**config.mk**
```make
export PLATFORM = sky130hd
export DESIGN_NAME = resp_misr_compactor
export DESIGN_NICKNAME = d
export VERILOG_FILES = /design/src/rtl/misr_pkg.sv /design/src/rtl/misr_core.sv /design/src/rtl/resp_misr_compactor.sv
export SDC_FILE = /design/constraint.sdc
export NUM_CORES = 1
export LEC_CHECK = 0
export ABC_AREA = 1
export BUFFER_PORTS_ARGS = -buffer_cell sky130_fd_sc_hd__buf_2
export CAP_MARGIN = 20
export CORE_AREA = 4 4 48 71
export CTS_CLUSTER_DIAMETER = 120
export DETAILED_ROUTE_END_ITERATION = 6
export DIE_AREA = 0 0 52 75
export PLACE_DENSITY = 0.92
export SKIP_CTS_REPAIR_TIMING = 1
export SLEW_MARGIN = 30
export SYNTH_ARGS = -nofsm -noshare
export SYNTH_HDL_FRONTEND = slang
export SYNTH_SLANG_ARGS = --single-unit
```
**constraint.sdc**
```tcl
create_clock -name clk -period 4.2 [get_ports clk]
set_input_delay 0.42 -clock clk [delete_from_list [all_inputs] [get_ports clk]]
set_output_delay 0.42 -clock clk [all_outputs]
set_load 0.01 [all_outputs]
```
**src/rtl/misr_pkg.sv**
```systemverilog
// misr_pkg: shared definitions for the response MISR compactor.
//   state_e   : session FSM encoding (IDLE, RUN, CHECK, DONE)
//   DEF_POLY  : default Galois feedback polynomial (x^16 implicit)
//   DEF_SEED  : default MISR seed
//   misr_next : one MISR step, width-generic up to 64 bits; the RTL core and
//               the bench reference model both call it.
package misr_pkg;

  typedef enum logic [1:0] {
    ST_IDLE  = 2'd0,
    ST_RUN   = 2'd1,
    ST_CHECK = 2'd2,
    ST_DONE  = 2'd3
  } state_e;

  localparam logic [15:0] DEF_POLY  = 16'h1021;
  localparam logic [15:0] DEF_SEED  = 16'hFFFF;
  localparam int          MAX_SIG_W = 64;

  // Galois step: shift left, fold POLY in when the outgoing MSB was set,
  // then XOR the (already zero-extended) response word. Result is masked
  // to sig_w bits so callers may slice the low bits freely.
  function automatic logic [63:0] misr_next(input logic [63:0] sig,
                                            input logic [63:0] data,
                                            input logic [63:0] poly,
                                            input int          sig_w);
    logic [63:0] mask;
    logic [63:0] nxt;
    mask = (sig_w >= MAX_SIG_W) ? '1 : ((64'd1 << sig_w) - 64'd1);
    nxt  = (sig << 1) ^ data;
    if (sig[sig_w-1]) nxt = nxt ^ poly;
    return nxt & mask;
  endfunction

endpackage

```
**src/rtl/misr_core.sv**
```systemverilog
// misr_core: SIG_W-bit multiple-input signature register.
//   clk, rst : clock, synchronous active-high reset (loads SEED)
//   load     : reseed with SEED (wins over inject)
//   inject   : fold data into the signature this edge
//   data     : zero-extended response word
//   sig      : current signature
// SIG_W must not exceed 64 (width of the shared step function).
module misr_core
  import misr_pkg::*;
#(
  parameter int               SIG_W = 16,
  parameter logic [SIG_W-1:0] POLY  = DEF_POLY,
  parameter logic [SIG_W-1:0] SEED  = DEF_SEED
)(
  input  logic             clk,
  input  logic             rst,
  input  logic             load,
  input  logic             inject,
  input  logic [SIG_W-1:0] data,
  output logic [SIG_W-1:0] sig
);

  logic [63:0] nxt_wide;

  assign nxt_wide = misr_next(64'(sig), 64'(data), 64'(POLY), SIG_W);

  // The step function masks its result, so the upper bits are always zero.
  generate
    if (SIG_W < 64) begin : g_hi
      logic unused_hi;
      assign unused_hi = ^nxt_wide[63:SIG_W];
    end
  endgenerate

  always_ff @(posedge clk) begin
    if (rst || load) sig <= SEED;
    else if (inject) sig <= nxt_wide[SIG_W-1:0];
  end

endmodule

```
**src/rtl/resp_misr_compactor.sv**
```systemverilog
// resp_misr_compactor: BIST output-response compactor. Folds one CUT
// response per handshake into a MISR, counts NPAT responses, then compares
// the signature with golden and reports pass/fail.
//   clk, rst      : clock, synchronous active-high reset
//   start         : one-cycle session start (honoured in IDLE and DONE)
//   resp_valid/ready, resp_data : response handshake (bit 0 = first output)
//   resp_xmask    : per-bit X mask, present only with MISR_XMASK_EN defined
//   golden        : expected signature, sampled in CHECK
//   busy, done, pass, signature, pat_cnt : status back to the controller
// Build option: `define MISR_XMASK_EN adds resp_xmask; masked bits are
// injected as 0 but the beat still counts.
module resp_misr_compactor
  import misr_pkg::*;
#(
  parameter int               RESP_W = 1,
  parameter int               SIG_W  = 16,
  parameter logic [SIG_W-1:0] POLY   = DEF_POLY,
  parameter logic [SIG_W-1:0] SEED   = DEF_SEED,
  parameter int               NPAT   = 16,
  localparam int              CNT_W  = $clog2(NPAT+1)
)(
  input  logic              clk,
  input  logic              rst,
  input  logic              start,
  input  logic              resp_valid,
  output logic              resp_ready,
  input  logic [RESP_W-1:0] resp_data,
`ifdef MISR_XMASK_EN
  input  logic [RESP_W-1:0] resp_xmask,
`endif
  input  logic [SIG_W-1:0]  golden,
  output logic              busy,
  output logic              done,
  output logic              pass,
  output logic [SIG_W-1:0]  signature,
  output logic [CNT_W-1:0]  pat_cnt
);

  localparam logic [1:0] S_IDLE  = ST_IDLE;
  localparam logic [1:0] S_RUN   = ST_RUN;
  localparam logic [1:0] S_CHECK = ST_CHECK;
  localparam logic [1:0] S_DONE  = ST_DONE;

  logic [1:0]        state;
  logic              accept;
  logic              load;
  logic [RESP_W-1:0] inj;
  logic [SIG_W-1:0]  inj_ext;

  assign resp_ready = (state == S_RUN);
  assign busy       = (state == S_RUN) || (state == S_CHECK);
  assign done       = (state == S_DONE);
  assign accept     = resp_ready && resp_valid;
  assign load       = start && ((state == S_IDLE) || (state == S_DONE));

`ifdef MISR_XMASK_EN
  assign inj = resp_data & ~resp_xmask;
`else
  assign inj = resp_data;
`endif

  always_comb begin
    inj_ext             = '0;
    inj_ext[RESP_W-1:0] = inj;
  end

  misr_core #(.SIG_W(SIG_W), .POLY(POLY), .SEED(SEED)) u_core (
    .clk    (clk),
    .rst    (rst),
    .load   (load),
    .inject (accept),
    .data   (inj_ext),
    .sig    (signature)
  );

  always_ff @(posedge clk) begin
    if (rst) begin
      state   <= S_IDLE;
      pat_cnt <= '0;
      pass    <= 1'b0;
    end else begin
      case (state)
        S_IDLE, S_DONE: if (start) begin
          state   <= S_RUN;
          pat_cnt <= '0;
          pass    <= 1'b0;
        end
        S_RUN: if (accept) begin
          pat_cnt <= pat_cnt + CNT_W'(1);
          // Last beat of the session: counter stops at NPAT, never wraps.
          if (pat_cnt == CNT_W'(NPAT-1)) state <= S_CHECK;
        end
        S_CHECK: begin
          pass  <= (signature == golden);
          state <= S_DONE;
        end
        default: state <= S_IDLE;
      endcase
    end
  end

endmodule

```
### Word level (Yosys, flattened, before mapping)

Index checks and enable logic that the tools add are counted.

* register bits: 24
* input port bits: 21
* output and inout bits: 25
* logic and storage cells: 37

* add/subtract/negate cells: 1
* equal/unequal tests: 8
* mux-type cells: 10
* bitwise gates (word level): 2
* reduce and logical (&&, ||, !) cells: 12

Operators by type and width (number)
* $eq A16 B16 Y1: 1
* $xor A16 B1 Y16: 1
* $mux W13: 1
* $mux W5: 2
* $pmux W5 S2: 1
* $mux W2: 3
* $pmux W2 S3: 1
* $reduce_and A3 Y1: 2
* $add A5 B1 Y5 const B: 1
* $eq A5 B4 Y1 const B: 1
* $eq A2 B2 Y1 const B: 2
* $ne A2 B1 Y1 const B: 2
* $reduce_bool A2 Y1: 2
* $logic_or A1 B1 Y1: 3
* $not A3 Y3: 1
* $eq A2 B1 Y1 const B: 1
* $logic_and A1 B1 Y1: 2
* $logic_not A2 Y1: 1
* $ne A2 B2 Y1 const B: 1
* $pmux W1 S2: 1
* $reduce_and A2 Y1: 1
* $reduce_or A2 Y1: 1
* $mux W1: 1

### Depth between registers and ports, before layout

* word-level depth: 4
* gate-level depth with buffers: 9
* depth with buffers taken out: 9

### By module

Synthesis repeated with hierarchy kept, for this count alone.

* cells, all modules: 235
* area, all modules: 1526.5 sq um

By module, submodules not included
* misr_core: instances 1, cells an instance 102, area an instance 773.2 sq um, seq. area each 320.3 sq um
* resp_misr_compactor: instances 1, cells an instance 133, area an instance 753.2 sq um, seq. area each 160.2 sq um

### Worst setup path before layout

OpenSTA, ideal clock, no wires.

* kind: register -> register
* from: register state[0]
* to: register pat_cnt[3]
* setup time: 0.120 ns
* arrival: 1.349 ns
* data required time: 4.080 ns
* path slack: 2.731 ns
* cell stages (with the launch flop): 9
* buffers on the path: 0
* clock period less this slack: 1.469 ns
* cells stage by stage: dfxtp_1 inv_1 ha_1 nand2_2 nand2_2 a21oi_4 inv_2 nor3_2 nor3_2

* longest elaborated chain between the ends: 4
* elaborated cells on any way between the ends: 10
* classes of those cells: eq/ne (4); mux (1); reduce/logical (5)

Ends and longest elaborated chain
* start, declared: line resp_misr_compactor.sv:44 `logic [1:0] state;`
* start signal, assigned: line resp_misr_compactor.sv:78 `state <= S_IDLE;`
* start signal, assigned: line resp_misr_compactor.sv:84 `state <= S_RUN;`
* start signal, assigned: line resp_misr_compactor.sv:91 `if (pat_cnt == CNT_W'(NPAT-1)) state <= S_CHECK;`
* $eq A2 B2 Y1 (tied with other cells): line resp_misr_compactor.sv:82 `case (state)`
* $reduce_or A2 Y1 / $logic_and A1 B1 Y1 (equally long branches): line resp_misr_compactor.sv:82, resp_misr_compactor.sv:53
* $ne A2 B2 Y1 (no line) (tied with other cells)
* $reduce_and A3 Y1 (no line)
* end signal, assigned: line resp_misr_compactor.sv:89 `pat_cnt <= pat_cnt + CNT_W'(1);`
* end, declared: line resp_misr_compactor.sv:36 `output logic [CNT_W-1:0] pat_cnt`

Several ways; a longest one is shown, not always the timed one.
A chain may end at the register's enable or synchronous reset.

### Worst setup path after layout

* from: register state[0]
* to: register pat_cnt[0]

Same word-level chain as after synthesis.

==> results_dict.tcl <==
set metrics [dict create \
    ir_worst_vdd_v 0.000413 \
    period_minus_slack_ns 1.96 \
    cts_root_buf "clkbuf_8" \
    power_uw 783 \
    skew_ns 0.00290 \
    syn-cell-area_um2 1460 \
    grt_max_degree 24 \
    fin_ws_ns 2.24 \
    hold_class "in -> reg" \
    remaining_drc_errors 0 \
    synthCells 215 \
    gp_congestion 0.836 \
    crit_end "pat_cnt[0]" \
    yosysWarningCount 0 \
    cts_tree "yes" \
    placedCellCount 280 \
    ys_ff_latch 24 \
    worst_ep_required_time_ns 4.37 \
    overflow 0 \
    critPathBufInv 1 \
    htreeDepth 1 \
    crit_chain "ha_1 > nand2_1 > inv_1 > a21oi_1 > a211oi_1" \
    cp_top_family "buffers and inverters" \
    gr-usage-all-layers_pct 17.6 \
    synth_area_leader_cell "dfxtp_1" \
    grt_pass1_wl_um 5310 \
    synth_top_cell_area_share_pct 33.0 \
    layout_common_cells "61 x nand2_1, 45 x buf_2, 36 x inv_1, 24 x dfxtp_1, 18 x nor2_1" \
    crit_path_start "state[0]" \
    final_hold_viol_count 0 \
    drive_above_1_share_pct 23.4 \
    worst-path-stages 5 \
    cap_violations 0 \
    slew_viol_final 0 \
    via_per_inst 4.83 \
    setup_tns_ns 0 \
    r2r_cells 5 \
    r2r_slack_ns 2.24 \
    routed_wl_um 3120 \
    crit_arrival_ns 2.13 \
    synth_cell_types 23 \
    first_pass_iters 4 \
    ys_top_cells_by_area "dfxtp_1 33%, nand2_1 16%, inv_1 9.3%" \
    core_um2 2850 \
    r2r_end "pat_cnt[0]" \
    syn_area_per_cell_um2 6.77 \
    vias 1366 \
    pre_cts_ws_ns 2.34 \
    chipWidth_um 52 \
    path_class "reg -> reg" \
    final.period_utilization_pct 46.6 \
    rows 24 \
    final_common_cell "nand2_1" \
    final_antenna_net_count 0 \
    power_per_cell_area_nw_per_um2 478 \
    antenna_found_initial 0 \
    fin_cells 283 \
    tightest_slew_ns 0.698 \
    p_leak_uw 0.000929 \
    die_y_um 75 \
    clk_latency_ns 0.26 \
    rsz0062_at_grt "no" \
    drt_iter0_drc 39 \
    ys_seq_area_share_pct 33.0 \
    cts_buffers 3 \
    cp_slowest_stage_delay_ns 0.46 \
    whs_path_depth 3 \
    clkSinkCount 24 \
    slew_headroom_pct 53.4 \
    start_util_pct 51.0 \
    worst_hold_slack_ns 0.392 \
    portBuffers 45 \
    critPathLaunchType "flop" \
    fmax_ghz 0.511 \
    clk_path_buf_depth 2 \
    final_nets 273 \
    num_antenna_cells 0 \
    dieArea_um2 3900 \
    wl_per_cell_um 11.0 \
    crit_fanout 23 \
    grt_pass1_vias 1337 \
    outcome "finished, final reports clean" \
    syn_nets 242 \
    slowest_stage "inv_1" \
    endpoint_kind "flop" \
    area_growth_syn_to_layout_pct 12.6 \
    cts.clk_slew.worst_paths_ns 0.08 \
    ioPinCount 46 \
    regToRegStartpoint "state[0]" \
    setup_viol 0 \
    hpwlAfterDp_um 2430 \
]
cells by family (layout without fill, tap and decap cells):
| family | after synthesis | in the layout | share of synthesized area (%) |
|---|---|---|---|
| xor gates and xnor gates | 2 | 2 | 1.20 |
| DFF | 24 | 24 | 33.0 |
| AOI/OAI and AO/OA | 34 | 34 | 15.8 |
| and+or+nand+nor | 92 | 92 | 26.0 |
| buffers and inverters | 57 | 86 | 18.8 |
| adders and majority gates | 6 | 6 | 5.16 |
layout make-up:
type,count,area (um^2)
fillers,272,1210
multi-input cells,134,701
flip-flops and latches,24,480
repair buffers,45,225
inverters,38,143
well taps,39,48.8
clock buffers,3,41.3
cell usage after synthesis:
library cell   n
or2_1          1
nand4_1        1
xnor2_1        2
inv_2          2
nand2_2        2
clkbuf_1       1
buf_4         15
a21oi_2        1
inv_1         36
nor3_1         1
nor2_1        18
ha_1           6
a21oi_4        1
buf_2          3
nor3_2         2
o21ai_0        5
o211ai_1      16
nand2_1       61
nand3_1        5
a211oi_1       2
a21oi_1        9
nor2_2         1
dfxtp_1       24
registers in the layout (all words and copies together) (netlist names):
| name | flops |
|---|---|
| pass | 1 |
| pat_cnt | 5 |
| state | 2 |
| u_core.sig | 16 |
worst min path at each step:
| stage | start | endpoint | slack (ns) |
|---|---|---|---|
| after floorplan | pass | pass | 0.49 |
| after global placement | pass | pass | 0.45 |
| after detailed placement | pass | pass | 0.46 |
| after CTS | resp_data | u_core.sig[0] | 0.40 |
| after global routing | resp_data | u_core.sig[0] | 0.42 |
| final | resp_data | u_core.sig[0] | 0.39 |
through the flow:
step                util [%]  instance area, um^2
floorplan                  -                 1460
global placement        56.0                 1600
detailed placement      56.0                 1600
CTS                     57.5                 1640
global route            57.5                 1640
finish                  57.5                 1640
worst register-to-register path: cells and delay by family, from the launching register on:
kind | cells | cell delay (ns)
buffers and inverters | 1 | 0.46
flip-flops | 1 | 0.41
AND/OR/NAND/NOR | 1 | 0.41
AO/OA/AOI/OAI | 2 | 0.35
adder cells (fa/ha/maj) | 1 | 0.23
layer usage:
metal	part of all wire (%)	up-vias	track usage, %
met4	2.1	0	9.33
met5	0	-	0
met1	41	601	18.5
met3	5.1	8	3.17
met2	52	40	32.6
li1	-	717	-
power by group:
group	switching, uW	total, uW	internal [uW]
Sequential	35.9	297	262
Clock	69.4	133	64.1
Combinational	228	352	124
Total	334	783	450
Power figures use the tool's default switching activity.
